File: config.mk
export PLATFORM = sky130hd
export DESIGN_NAME = seven_segment_scanner_flat
export DESIGN_NICKNAME = d
export VERILOG_FILES = /design/src/rtl/seven_segment_scanner_if.sv /design/src/rtl/seven_segment_scanner.sv /design/src/flat_wrapper.sv
export SDC_FILE = /design/constraint.sdc
export NUM_CORES = 1
export LEC_CHECK = 0
export ABC_AREA = 1
export ABC_CLOCK_PERIOD_IN_PS = 2200
export CAP_MARGIN = 0
export CORE_ASPECT_RATIO = 1.1
export CORE_UTILIZATION = 58
export CTS_BUF_LIST = sky130_fd_sc_hd__clkbuf_2
export DETAILED_ROUTE_END_ITERATION = 8
export GPL_TIMING_DRIVEN = 0
export HOLD_SLACK_MARGIN = 0.1
export PLACE_DENSITY = 0.81
export SYNTH_ARGS = -nofsm -noshare
export SYNTH_HDL_FRONTEND = slang
export SYNTH_SLANG_ARGS = --single-unit
export TNS_END_PERCENT = 50
File: constraint.sdc
create_clock -name clk -period 2.2 [get_ports clk]
set_input_delay 0.55 -clock clk [delete_from_list [all_inputs] [get_ports clk]]
set_output_delay 0.55 -clock clk [all_outputs]
set_load 0.1 [all_outputs]
File: src/rtl/seven_segment_scanner_if.sv
// Display-side bundle for seven_segment_scanner: capture inputs plus registered pin outputs.
interface seven_segment_scanner_if #(
  parameter int DIGITS = 4
);
  logic                  load;
  logic [4*DIGITS-1:0]   value;
  logic [DIGITS-1:0]     dp_in;
  logic                  blank;
  logic [6:0]            seg;
  logic                  dp_n;
  logic [DIGITS-1:0]     an;
  logic                  frame_done;

  modport master (
    output load, value, dp_in, blank,
    input  seg, dp_n, an, frame_done
  );

  modport slave (
    input  load, value, dp_in, blank,
    output seg, dp_n, an, frame_done
  );
endinterface

File: src/rtl/seven_segment_scanner.sv
// Time-multiplexed common-anode seven-segment driver with frame-coherent display register.
// Optional leading-zero blanking is enabled by defining SEVENSEG_LZB_EN.
module seven_segment_scanner #(
  parameter int DIGITS      = 4,
  parameter int REFRESH_DIV = 50000
) (
  input  logic clk,
  input  logic rst,
  seven_segment_scanner_if.slave bus
);
  localparam int IDX_W = (DIGITS > 1) ? $clog2(DIGITS) : 1;
  localparam int CNT_W = $clog2(REFRESH_DIV);
  localparam logic [CNT_W-1:0] CNT_LAST = CNT_W'(REFRESH_DIV - 1);
  localparam logic [IDX_W-1:0] IDX_LAST = IDX_W'(DIGITS - 1);

  function automatic logic [6:0] hex_to_seg(input logic [3:0] nib);
    logic [6:0] s;
    case (nib)
      4'h0: s = 7'b1000000;
      4'h1: s = 7'b1111001;
      4'h2: s = 7'b0100100;
      4'h3: s = 7'b0110000;
      4'h4: s = 7'b0011001;
      4'h5: s = 7'b0010010;
      4'h6: s = 7'b0000010;
      4'h7: s = 7'b1111000;
      4'h8: s = 7'b0000000;
      4'h9: s = 7'b0010000;
      4'hA: s = 7'b0001000;
      4'hB: s = 7'b0000011;
      4'hC: s = 7'b1000110;
      4'hD: s = 7'b0100001;
      4'hE: s = 7'b0000110;
      default: s = 7'b0001110;
    endcase
    return s;
  endfunction

  logic [CNT_W-1:0]    cnt_p0;
  logic [IDX_W-1:0]    idx_p0;
  logic [4*DIGITS-1:0] pend_val_p0;
  logic [DIGITS-1:0]   pend_dp_p0;
  logic [4*DIGITS-1:0] disp_val_p0;
  logic [DIGITS-1:0]   disp_dp_p0;

  logic tc;
  logic wrap;

  assign tc   = (cnt_p0 == CNT_LAST);
  assign wrap = tc && (idx_p0 == IDX_LAST);

  // Stage p0: scan position and two-stage (pending -> display) data storage
  always_ff @(posedge clk) begin
    if (rst) begin
      cnt_p0      <= '0;
      idx_p0      <= '0;
      pend_val_p0 <= '0;
      pend_dp_p0  <= '0;
      disp_val_p0 <= '0;
      disp_dp_p0  <= '0;
    end else begin
      if (tc) begin
        cnt_p0 <= '0;
        idx_p0 <= wrap ? '0 : idx_p0 + IDX_W'(1);
      end else begin
        cnt_p0 <= cnt_p0 + CNT_W'(1);
      end
      if (bus.load) begin
        pend_val_p0 <= bus.value;
        pend_dp_p0  <= bus.dp_in;
      end
      // A load landing on the wrap edge bypasses pending so it joins the new frame.
      if (wrap) begin
        disp_val_p0 <= bus.load ? bus.value : pend_val_p0;
        disp_dp_p0  <= bus.load ? bus.dp_in : pend_dp_p0;
      end
    end
  end

  logic [3:0]        sel_nib;
  logic              sel_dp;
  logic [DIGITS-1:0] sel_an;
  logic              suppress;
`ifdef SEVENSEG_LZB_EN
  logic              zero_run;
`endif

  always_comb begin
    sel_nib  = 4'h0;
    sel_dp   = 1'b0;
    sel_an   = '1;
    suppress = 1'b0;
    for (int i = 0; i < DIGITS; i++) begin
      if (idx_p0 == IDX_W'(i)) begin
        sel_nib   = disp_val_p0[4*i +: 4];
        sel_dp    = disp_dp_p0[i];
        sel_an[i] = 1'b0;
      end
    end
`ifdef SEVENSEG_LZB_EN
    // Walk down from the top digit; a digit is dark only while everything above it is zero too.
    zero_run = 1'b1;
    for (int i = DIGITS - 1; i > 0; i--) begin
      zero_run = zero_run && (disp_val_p0[4*i +: 4] == 4'h0) && !disp_dp_p0[i];
      if (idx_p0 == IDX_W'(i)) begin
        suppress = zero_run;
      end
    end
`endif
  end

  logic [DIGITS-1:0] an_p1;
  logic [6:0]        seg_p1;
  logic              dpn_p1;
  logic              fd_p1;

  // Stage p1: registered pin drivers
  always_ff @(posedge clk) begin
    if (rst) begin
      an_p1  <= '1;
      seg_p1 <= 7'h7F;
      dpn_p1 <= 1'b1;
      fd_p1  <= 1'b0;
    end else begin
      fd_p1 <= wrap;
      if (bus.blank || suppress) begin
        an_p1  <= '1;
        seg_p1 <= 7'h7F;
        dpn_p1 <= 1'b1;
      end else begin
        an_p1  <= sel_an;
        seg_p1 <= hex_to_seg(sel_nib);
        dpn_p1 <= ~sel_dp;
      end
    end
  end

  assign bus.an         = an_p1;
  assign bus.seg        = seg_p1;
  assign bus.dp_n       = dpn_p1;
  assign bus.frame_done = fd_p1;
endmodule

File: src/flat_wrapper.sv
// flat-port wrapper written by rule: the top's interface ports become plain ports
module seven_segment_scanner_flat 
#(
  parameter int DIGITS      = 4,
  parameter int REFRESH_DIV = 50000
)
  (clk, rst, bus_load, bus_value, bus_dp_in, bus_blank, bus_seg, bus_dp_n, bus_an, bus_frame_done);
  seven_segment_scanner_if #(.DIGITS(DIGITS)) bus_i ();
  input  logic clk;
  input  logic rst;
  input wire logic [$bits(bus_i.load)-1:0] bus_load;
  input wire logic [$bits(bus_i.value)-1:0] bus_value;
  input wire logic [$bits(bus_i.dp_in)-1:0] bus_dp_in;
  input wire logic [$bits(bus_i.blank)-1:0] bus_blank;
  output wire logic [$bits(bus_i.seg)-1:0] bus_seg;
  output wire logic [$bits(bus_i.dp_n)-1:0] bus_dp_n;
  output wire logic [$bits(bus_i.an)-1:0] bus_an;
  output wire logic [$bits(bus_i.frame_done)-1:0] bus_frame_done;
  assign bus_i.load = bus_load;
  assign bus_i.value = bus_value;
  assign bus_i.dp_in = bus_dp_in;
  assign bus_i.blank = bus_blank;
  assign bus_seg = bus_i.seg;
  assign bus_dp_n = bus_i.dp_n;
  assign bus_an = bus_i.an;
  assign bus_frame_done = bus_i.frame_done;
  seven_segment_scanner #(.DIGITS(DIGITS), .REFRESH_DIV(REFRESH_DIV)) u_core (.clk(clk), .rst(rst), .bus(bus_i));
endmodule
-- Word-level counts from Yosys, hierarchy flattened
Memory sizes are Yosys's and may differ from the RTL's. A register that Yosys moved wholly into a read port is not among the register bits.
Cells that the tools add are included.
- bits in registers: 64
- input bits: 24
- memories: 1
- bits in writable memories: 0
- latch bits: 0
- logic and storage cells: 36
- output and inout port bits: 13
- ROM bits: 112
- memories (name ; words ; bits a word ; rd ports ; clocked after Yosys merged registers in ; write ports ; line ; text):
    (no name shown) ; 16 ; 7 ; 1 ; 1 ; 0 ; seven_segment_scanner.sv:18 ; case (nib)
- shift operators: 0
- div/mod/pow operators: 0
- equality and inequality tests: 4
- muxes and demuxes: 15
- multipliers: 0
- reductions and logical operators: 4
- $add $sub $neg: 2
- bitwise operators: 1
- magnitude comparators: 0
- operator list (kind ; count):
    $mux W4 ; 5
    $add A16 B1 Y16 const B ; 1
    $eq A16 B16 Y1 const B ; 1
    $mux W16 ; 1
    $mux W1 ; 8
    $eq A2 B2 Y1 const B ; 2
    $reduce_or A2 Y1 ; 2
    $add A2 B1 Y2 const B ; 1
    $eq A2 B1 Y1 const B ; 1
    $logic_not A2 Y1 ; 1
    $mux W2 ; 1
    $logic_and A1 B1 Y1 ; 1
    $not A1 Y1 ; 1

-- Depth between registers and ports, before layout
Gate-level depths: netlist of the first run.
- depth in word-level cells: 6
- depth in mapped cells: 13
- depth with buffers taken out: 13

-- Worst setup path before layout of the first run
OpenSTA, ideal clock, no wires.
- path kind: register -> register
- start point: register u_core.idx_p0[0]
- end point: register u_core.seg_p1[0], in the netlist u_core.bus.seg[0]
- setup slack: 0.317 ns
- required time: 2.076 ns
- data arrival time: 1.759 ns
- path buffers: 1
- cell stages (with the launch flop): 12
- setup time: 0.124 ns
- clock period less this slack: 1.883 ns
- cell sequence: dfxtp_1 inv_1 ha_1 buf_2 a21oi_1 nand2_1 o21ai_1 inv_1 ha_1 nand3b_1 nand3_1 nand3_1
- cells in the longest elaborated chain, start to end: 5
- elaborated cells on any way between the ends: 8
- classes of those cells: 3 x eq/ne; 4 x mux; 1 x reduce/logical
- RTL lines (element ; line ; text):
    start, declared ; seven_segment_scanner.sv:40 ; logic [IDX_W-1:0] idx_p0;
    start signal, assigned ; seven_segment_scanner.sv:64 ; idx_p0 <= wrap ? '0 : idx_p0 + IDX_W'(1);
    $logic_not A2 Y1 ; seven_segment_scanner.sv:94 ; if (idx_p0 == IDX_W'(i)) begin
    $mux W4 (3 in series) ; seven_segment_scanner.sv:94 ;
    $mux W4 * ; seven_segment_scanner.sv:94 ;
    end, declared ; seven_segment_scanner.sv:113 ; logic [6:0] seg_p1;
Every way passes the cells marked *; elsewhere a longest branch is shown, timed or not.
A chain may end at the register's enable or synchronous reset.

-- Final worst setup path of the first run
Same ends and word-level chain as after synthesis.

==> flow_summary.yaml, run 1 <==
outcome:
  status: "complete, no violations"
detailed_routing:
  num_vias: 2951
  first_pass_iters: 4
  via_per_inst: 5.062
  routedWlPerCell_microns: 11.74
  initialDrtViolationCount: 122
  drt-total-wl_microns: 6846
  drc: 0
  antenna_left: 0
worst_setup_path:
  required_ns: 2.61
  critPathKind: "reg -> reg"
  arrival_ns: 2.43
  end_kind: "register"
  critPathMaxFanout: 8
  cp-start-kind: "register"
place:
  gp_congestion: 0.8814
  io_buffers: 35
  placedCellCount: 567
  place_area_sq_mm: 0.003767
  place_hpwl_microns: 4939
  place_worst_setup_slack_ns: -0.05950
timing:
  min_period_ns: 2.015
  setup_viol: 0
  grt_setup_unrepaired: "false"
  hold_violations: 0
  fin_tns_setup_ns: 0
  max_freq_mhz: 496.2
  tightest_slew_ns: 0.6015
  skew_ns: 0.02318
  slew_headroom: 0.5975
  finalMaxSlewViolations: 0
  finalWorstSetupSlack_ns: 0.1845
  fin_crit_sh: 0.9161
  hold_ws_ns: 0.4553
synth:
  synth-simple-area-share: 0.3197
  synth_top_area_share: 0.4277
  seq_area_frac_synth: 0.4277
  synth_top_family_by_area: "simple AND/OR/NAND/NOR gates"
  syn_area_sq_mm: 0.003323
  avgSynthCellArea_sq_um: 7.272
  synthDistinctLibCells: 32
  synth_fa_ha_area_frac: 0.04142
  synthArstFlopShare: 0
  synth-seq-cells: 71
  netlist_instances: 457
  muxShareOfSynthArea: 0
  synth_area_leader_cell: "dfxtp_1"
  syn_nets: 492
  synth_xor_area_frac: 0.01054
  synth.most_common_cell: "nand2_1"
  synth_compound_area_frac: 0.09337
  synthTopCellsByArea: "dfxtp_1, nand2_1, inv_1, nor2_1, a21oi_1"
  ys_top_cells_by_count: "nand2_1, dfxtp_1, inv_1, nor2_1, a21oi_1"
  synth_ff_type: "dfxtp_1"
  synth_enable_flop_cells: 0
  yosys_warnings: 0
power:
  total_power_mw: 2.300
  p_leak_nw: 1.734
  p_clk_frac: 0.323
  power_density_mw_per_mm2: 590.4
  cell_internal_pwr_mw: 1.669
  switchingPower_mw: 0.6317
  p_comb_frac: 0.097
  p_seq_frac: 0.580
  sw_frac_of_total: 0.2746
  ir_drop_mv: 0.4534
layout:
  finalNonFillerCells: 583
  nNetsFinal: 538
  finalInstanceArea_sq_mm: 0.003896
  drive_above_1_share: 0.1240
  n_antenna_cell: 0
  fill_cells: 463
  syn_to_final_growth_pct: 17.24
  final_util: 0.7129
clock_tree:
  worst_skew_pair.late_latency_ns: 0.52
  cts_tree: "yes"
  path_clk_slew_ns: 0.21
  cts_htree_levels: 3
  cts_setup_buffers: 0
  cts_buffers: 9
  hold_buffers: 0
  cts_root_buf: "clkbuf_2"
  cts_num_sinks: 71
  cts.repair.resized: 38
  cts.path.max_buffers: 2
global_routing:
  antenna_found_initial: 0
  grt_pass1_vias: 2693
  grt_max_degree: 13
  gr-total-overflow: 0
  grt_first_pass_wirelength_microns: 11410
  grt.total_usage: 0.2505
hold_path:
  hold_path.class: "in -> reg"
die:
  num_rows: 28
  fp.dieW_microns: 74.17
  initial_utilization: 0.6081
  core_sq_mm: 0.005465
  ios: 37
  dieArea_sq_mm: 0.006037
  dieHeight_microns: 81.39
job:
  cap_violations: 0
## cell families after synthesis
logic type | after synthesis
and+or+nand+nor | 225
buffers and inverters | 87
DFF | 71
AOI/OAI and AO/OA | 59
adders and majority gates | 11
xor gates and xnor gates | 4
## state kept, by name, summed over array words and instances (netlist names), 2 cells and up
name,flops
u_core.bus.seg,7
u_core.bus.an,4
u_core.pend_val_p0,16
u_core.disp_dp_p0,4
u_core.pend_dp_p0,4
u_core.idx_p0,2
u_core.cnt_p0,16
u_core.disp_val_p0,16
## path summary, 6_finish.rpt
check / start / end / slack (ns) / cells after the start
setup / recovery: u_core.idx_p0[0]$_SDFFE_PP0P_ / u_core.bus.seg[0]$_SDFF_PP1_ / 0.18 / 11
hold / removal: bus_load / u_core.pend_val_p0[1]$_SDFF_PP0_ / 0.46 / 5
setup reg to reg: u_core.idx_p0[0]$_SDFFE_PP0P_ / u_core.bus.seg[0]$_SDFF_PP1_ / 0.18 / 11
hold reg to reg: u_core.cnt_p0[0]$_SDFF_PP0_ / u_core.cnt_p0[0]$_SDFF_PP0_ / 0.46 / 1
## critical path, cell delays in order (launching register included)
cell      delay (ns)
dfxtp_1         0.42
inv_1           0.10
ha_1            0.19
buf_2           0.17
a21oi_1         0.16
nand2_1         0.08
o21ai_2         0.13
inv_1           0.13
ha_1            0.22
nand3b_1        0.15
nand3_1         0.09
nand3_1         0.08
## layout by cell type, fill, tap and decap left out, drive strengths merged
cell / n
o31ai: 2
bufinv: 1
nand4: 22
xor2: 3
clkinv: 5
clkdlybuf4s50: 22
xnor2: 1
nand3: 29
dfxtp: 71
inv: 70
or2: 1
nor2: 65
o21a: 2
clkinvlp: 1
a21oi: 41
o21ai: 12
nor3b: 2
buf: 12
o211ai: 2
nor3: 4
nand3b: 2
clkdlybuf4s15: 12
nand2: 100
ha: 11
clkbuf: 15
## cell type report
| cell class | instances | area, sq um | area share |
|---|---|---|---|
| timing repair buffer | 35 | 360.3 | 0.09249 |
| tap | 75 | 93.84 | 0.02408 |
| clock buffer | 10 | 50.05 | 0.01285 |
| clock inverter | 6 | 61.31 | 0.01574 |
| multi-input combinational | 299 | 1553 | 0.3985 |
| sequential | 71 | 1421 | 0.3648 |
| inverter | 71 | 266.5 | 0.06840 |
| buffer | 16 | 90.09 | 0.02312 |
## per-layer routing
| layer | GRT usage | share of wire |
|---|---|---|
| met1 | 0.2889 | 0.46 |
| met2 | 0.4436 | 0.50 |
| met3 | 0.04218 | 0.028 |
| met4 | 0.1212 | 0.020 |
| met5 | 0 | 0 |
## power by group through the flow
stage	Sequential [mW]	Combinational, mW	Clock [mW]
floorplan	1.41	0.0953	0
global placement	1.36	0.219	0
detailed placement	1.36	0.224	0
CTS	1.33	0.223	0.745
global route	1.34	0.246	0.797
finish	1.33	0.222	0.744
Power figures use the tool's default switching activity.
==> inputs of run 2 (changes only) <==
--- a/config.mk
+++ b/config.mk
@@ -7,14 +7,16 @@
 export LEC_CHECK = 0
 export ABC_AREA = 1
 export ABC_CLOCK_PERIOD_IN_PS = 2200
-export CAP_MARGIN = 0
+export CAP_MARGIN = 30
+export CELL_PAD_IN_SITES_DETAIL_PLACEMENT = 1
+export CELL_PAD_IN_SITES_GLOBAL_PLACEMENT = 2
 export CORE_ASPECT_RATIO = 1.1
-export CORE_UTILIZATION = 58
+export CORE_UTILIZATION = 33
 export CTS_BUF_LIST = sky130_fd_sc_hd__clkbuf_2
 export DETAILED_ROUTE_END_ITERATION = 8
 export GPL_TIMING_DRIVEN = 0
 export HOLD_SLACK_MARGIN = 0.1
-export PLACE_DENSITY = 0.81
+export PLACE_DENSITY = 0.8
 export SYNTH_ARGS = -nofsm -noshare
 export SYNTH_HDL_FRONTEND = slang
 export SYNTH_SLANG_ARGS = --single-unit
==> run 2 against run 1 <==
- the run now ends with design-rule violations left
- clock-buffer cell count shrank 1
- sequential power is essentially flat
- worst hold slack lost 0.016 ns
- critical path depth shrank 2
- sequential share of layout area shrank 0.92 points
- combinational power is essentially flat
- clock skew shrank 0.0033 ns
- worst setup slack gained 0.011 ns
- clock power grew 30%
- fmax grew 0.57%
- via count shrank 0.91%
- non-clock buffer count is the same
- largest power group unchanged
- highest routed layer unchanged
==> flow_summary.yaml, run 2 (same netlist as run 1, synthesis figures left out) <==
power:
  p_seq_frac: 0.528
  total_power_mw: 2.526
  switchingPower_mw: 0.6395
  p_leak_nw: 1.756
  p_clk_frac: 0.383
  cell_internal_pwr_mw: 1.887
  sw_frac_of_total: 0.2531
  ir_drop_mv: 0.2626
  p_comb_frac: 0.089
  power_density_mw_per_mm2: 629.8
die:
  initial_utilization: 0.3377
  dieArea_sq_mm: 0.01048
  num_rows: 38
  dieHeight_microns: 107.3
  core_sq_mm: 0.009842
  fp.dieW_microns: 97.68
  ios: 37
layout:
  drive_above_1_share: 0.1260
  nNetsFinal: 538
  finalNonFillerCells: 628
  syn_to_final_growth_pct: 20.71
  final_common_cell: "nand2_1"
  final_util: 0.4076
  n_antenna_cell: 0
  layout_common_cells: "nand2_1, dfxtp_1, inv_1"
  biggestRegsByFlops: "u_core.cnt_p0: 16 flops, u_core.disp_val_p0: 16 flops, u_core.pend_val_p0: 16 flops"
clock_tree:
  cts_tree: "yes"
  path_clk_slew_ns: 0.20
  cts.path.max_buffers: 2
  cts_root_buf: "clkbuf_2"
  cts_buffers: 9
  cts_htree_levels: 3
  worst_skew_pair.late_latency_ns: 0.53
  hold_buffers: 0
  cts_num_sinks: 71
timing:
  slew_headroom: 0.4881
  hold_violations: 0
  fin_crit_sh: 0.9109
  max_freq_mhz: 499.0
  grt_setup_unrepaired: "true"
  finalMaxSlewViolations: 0
  fin_tns_setup_ns: 0
  setup_viol: 0
  skew_ns: 0.01987
  min_period_ns: 2.004
  tightest_slew_ns: 0.7651
global_routing:
  grt.total_usage: 0.1677
  use_met1: 0.1960
  grt_first_pass_wirelength_microns: 13780
  use_met3: 0.02468
  met2_usage: 0.2958
  grt_max_degree: 13
  grt_pass1_vias: 2988
  gr-total-overflow: 0
  antenna_found_initial: 0
  gr-max-usage-layer: "met2"
place:
  io_buffers: 35
  placedCellCount: 612
  place_hpwl_microns: 6220
  gp_congestion: 0.7965
hold_path:
  hold_path.class: "in -> reg"
outcome:
  status: "complete, but fails checks"
  violations: "design-rule violations"
worst_setup_path:
  cp-start-kind: "register"
  end_kind: "register"
  critPathKind: "reg -> reg"
  arrival_ns: 2.48
  critPathMaxFanout: 10
  required_ns: 2.68
  rrSetupSlack_ns: 0.20
detailed_routing:
  routedWlPerCell_microns: 12.84
  num_vias: 2924
  first_pass_iters: 6
  via_per_inst: 4.656
  drc: 2
  antenna_left: 0
  initialDrtViolationCount: 64
  drt-total-wl_microns: 8063
job:
  cap_violations: 0
[run 2: changes by cell type in the layout (fill, tap and decap cells not counted), moves of 2 or more]
cell,change
clkbuf_2,-2
clkinv_2,-2
bufinv_16,+2
dfxtp_1,-2
clkinv_1,+2
[run 2: path summary, 6_finish.rpt]
check,start,to,cells past startpoint
worst min register to register,u_core.cnt_p0[0]$_SDFF_PP0_,u_core.cnt_p0[0]$_SDFF_PP0_,1
worst max register to register,u_core.idx_p0[0]$_SDFFE_PP0P_,u_core.bus.seg[0]$_SDFF_PP1_,9
worst max-delay path,u_core.idx_p0[0]$_SDFFE_PP0P_,u_core.bus.seg[0]$_SDFF_PP1_,9
worst min-delay path,bus_load,u_core.pend_val_p0[4]$_SDFF_PP0_,5
[run 2: repair_timing]
item,4_1_cts,5_1_grt
resized for setup,40,5
pin swaps,0,0
setup buffers,0,0
setup endpoints to repair,15,7
[run 2: final cells by class]
cell class	count	area [sq um]
clock buffers	9	45.04
inverters	71	266.5
well taps	120	150.1
flip-flops and latches	71	1426
multi-input cells	299	1555
repair buffers	35	366.6
fillers	1264	5831
clock inverters	7	111.4
plain buffers	16	90.09
[run 2: critical path, stage by stage, from the launching register on]
cell,delay (ns)
dfxtp_4,0.41
ha_1,0.25
buf_2,0.30
a21oi_1,0.10
a21oi_1,0.30
ha_1,0.25
nand3_1,0.11
nor2_1,0.10
nor2_1,0.07
nand3_1,0.07
[run 2: stage by stage]
step,hold WS (ns),cell area [sq um],worst slack [ns]
global placement,0.4293,3824,-0.2545
finish,0.4392,4011,0.1960
floorplan,0.4175,3323,0.3172
global route,0.4390,4011,-0.005850
CTS,0.4068,4000,0.06441
detailed placement,0.4439,3824,-0.2963
[run 2: power by group through the flow]
stage | registers, mW | clock network [mW] | logic [mW]
after floorplan | 1.41 | 0 | 0.0953
after global placement | 1.36 | 0 | 0.226
after detailed placement | 1.36 | 0 | 0.232
after CTS | 1.34 | 0.999 | 0.230
after global routing | 1.34 | 1.05 | 0.250
final | 1.33 | 0.968 | 0.224
[run 2: metal layers]
metal  routed length, microns  vias up
li1                         -     1537
met1                     3641     1335
met2                     4047       39
met3                      189       13
met4                      184        0
met5                        0        -
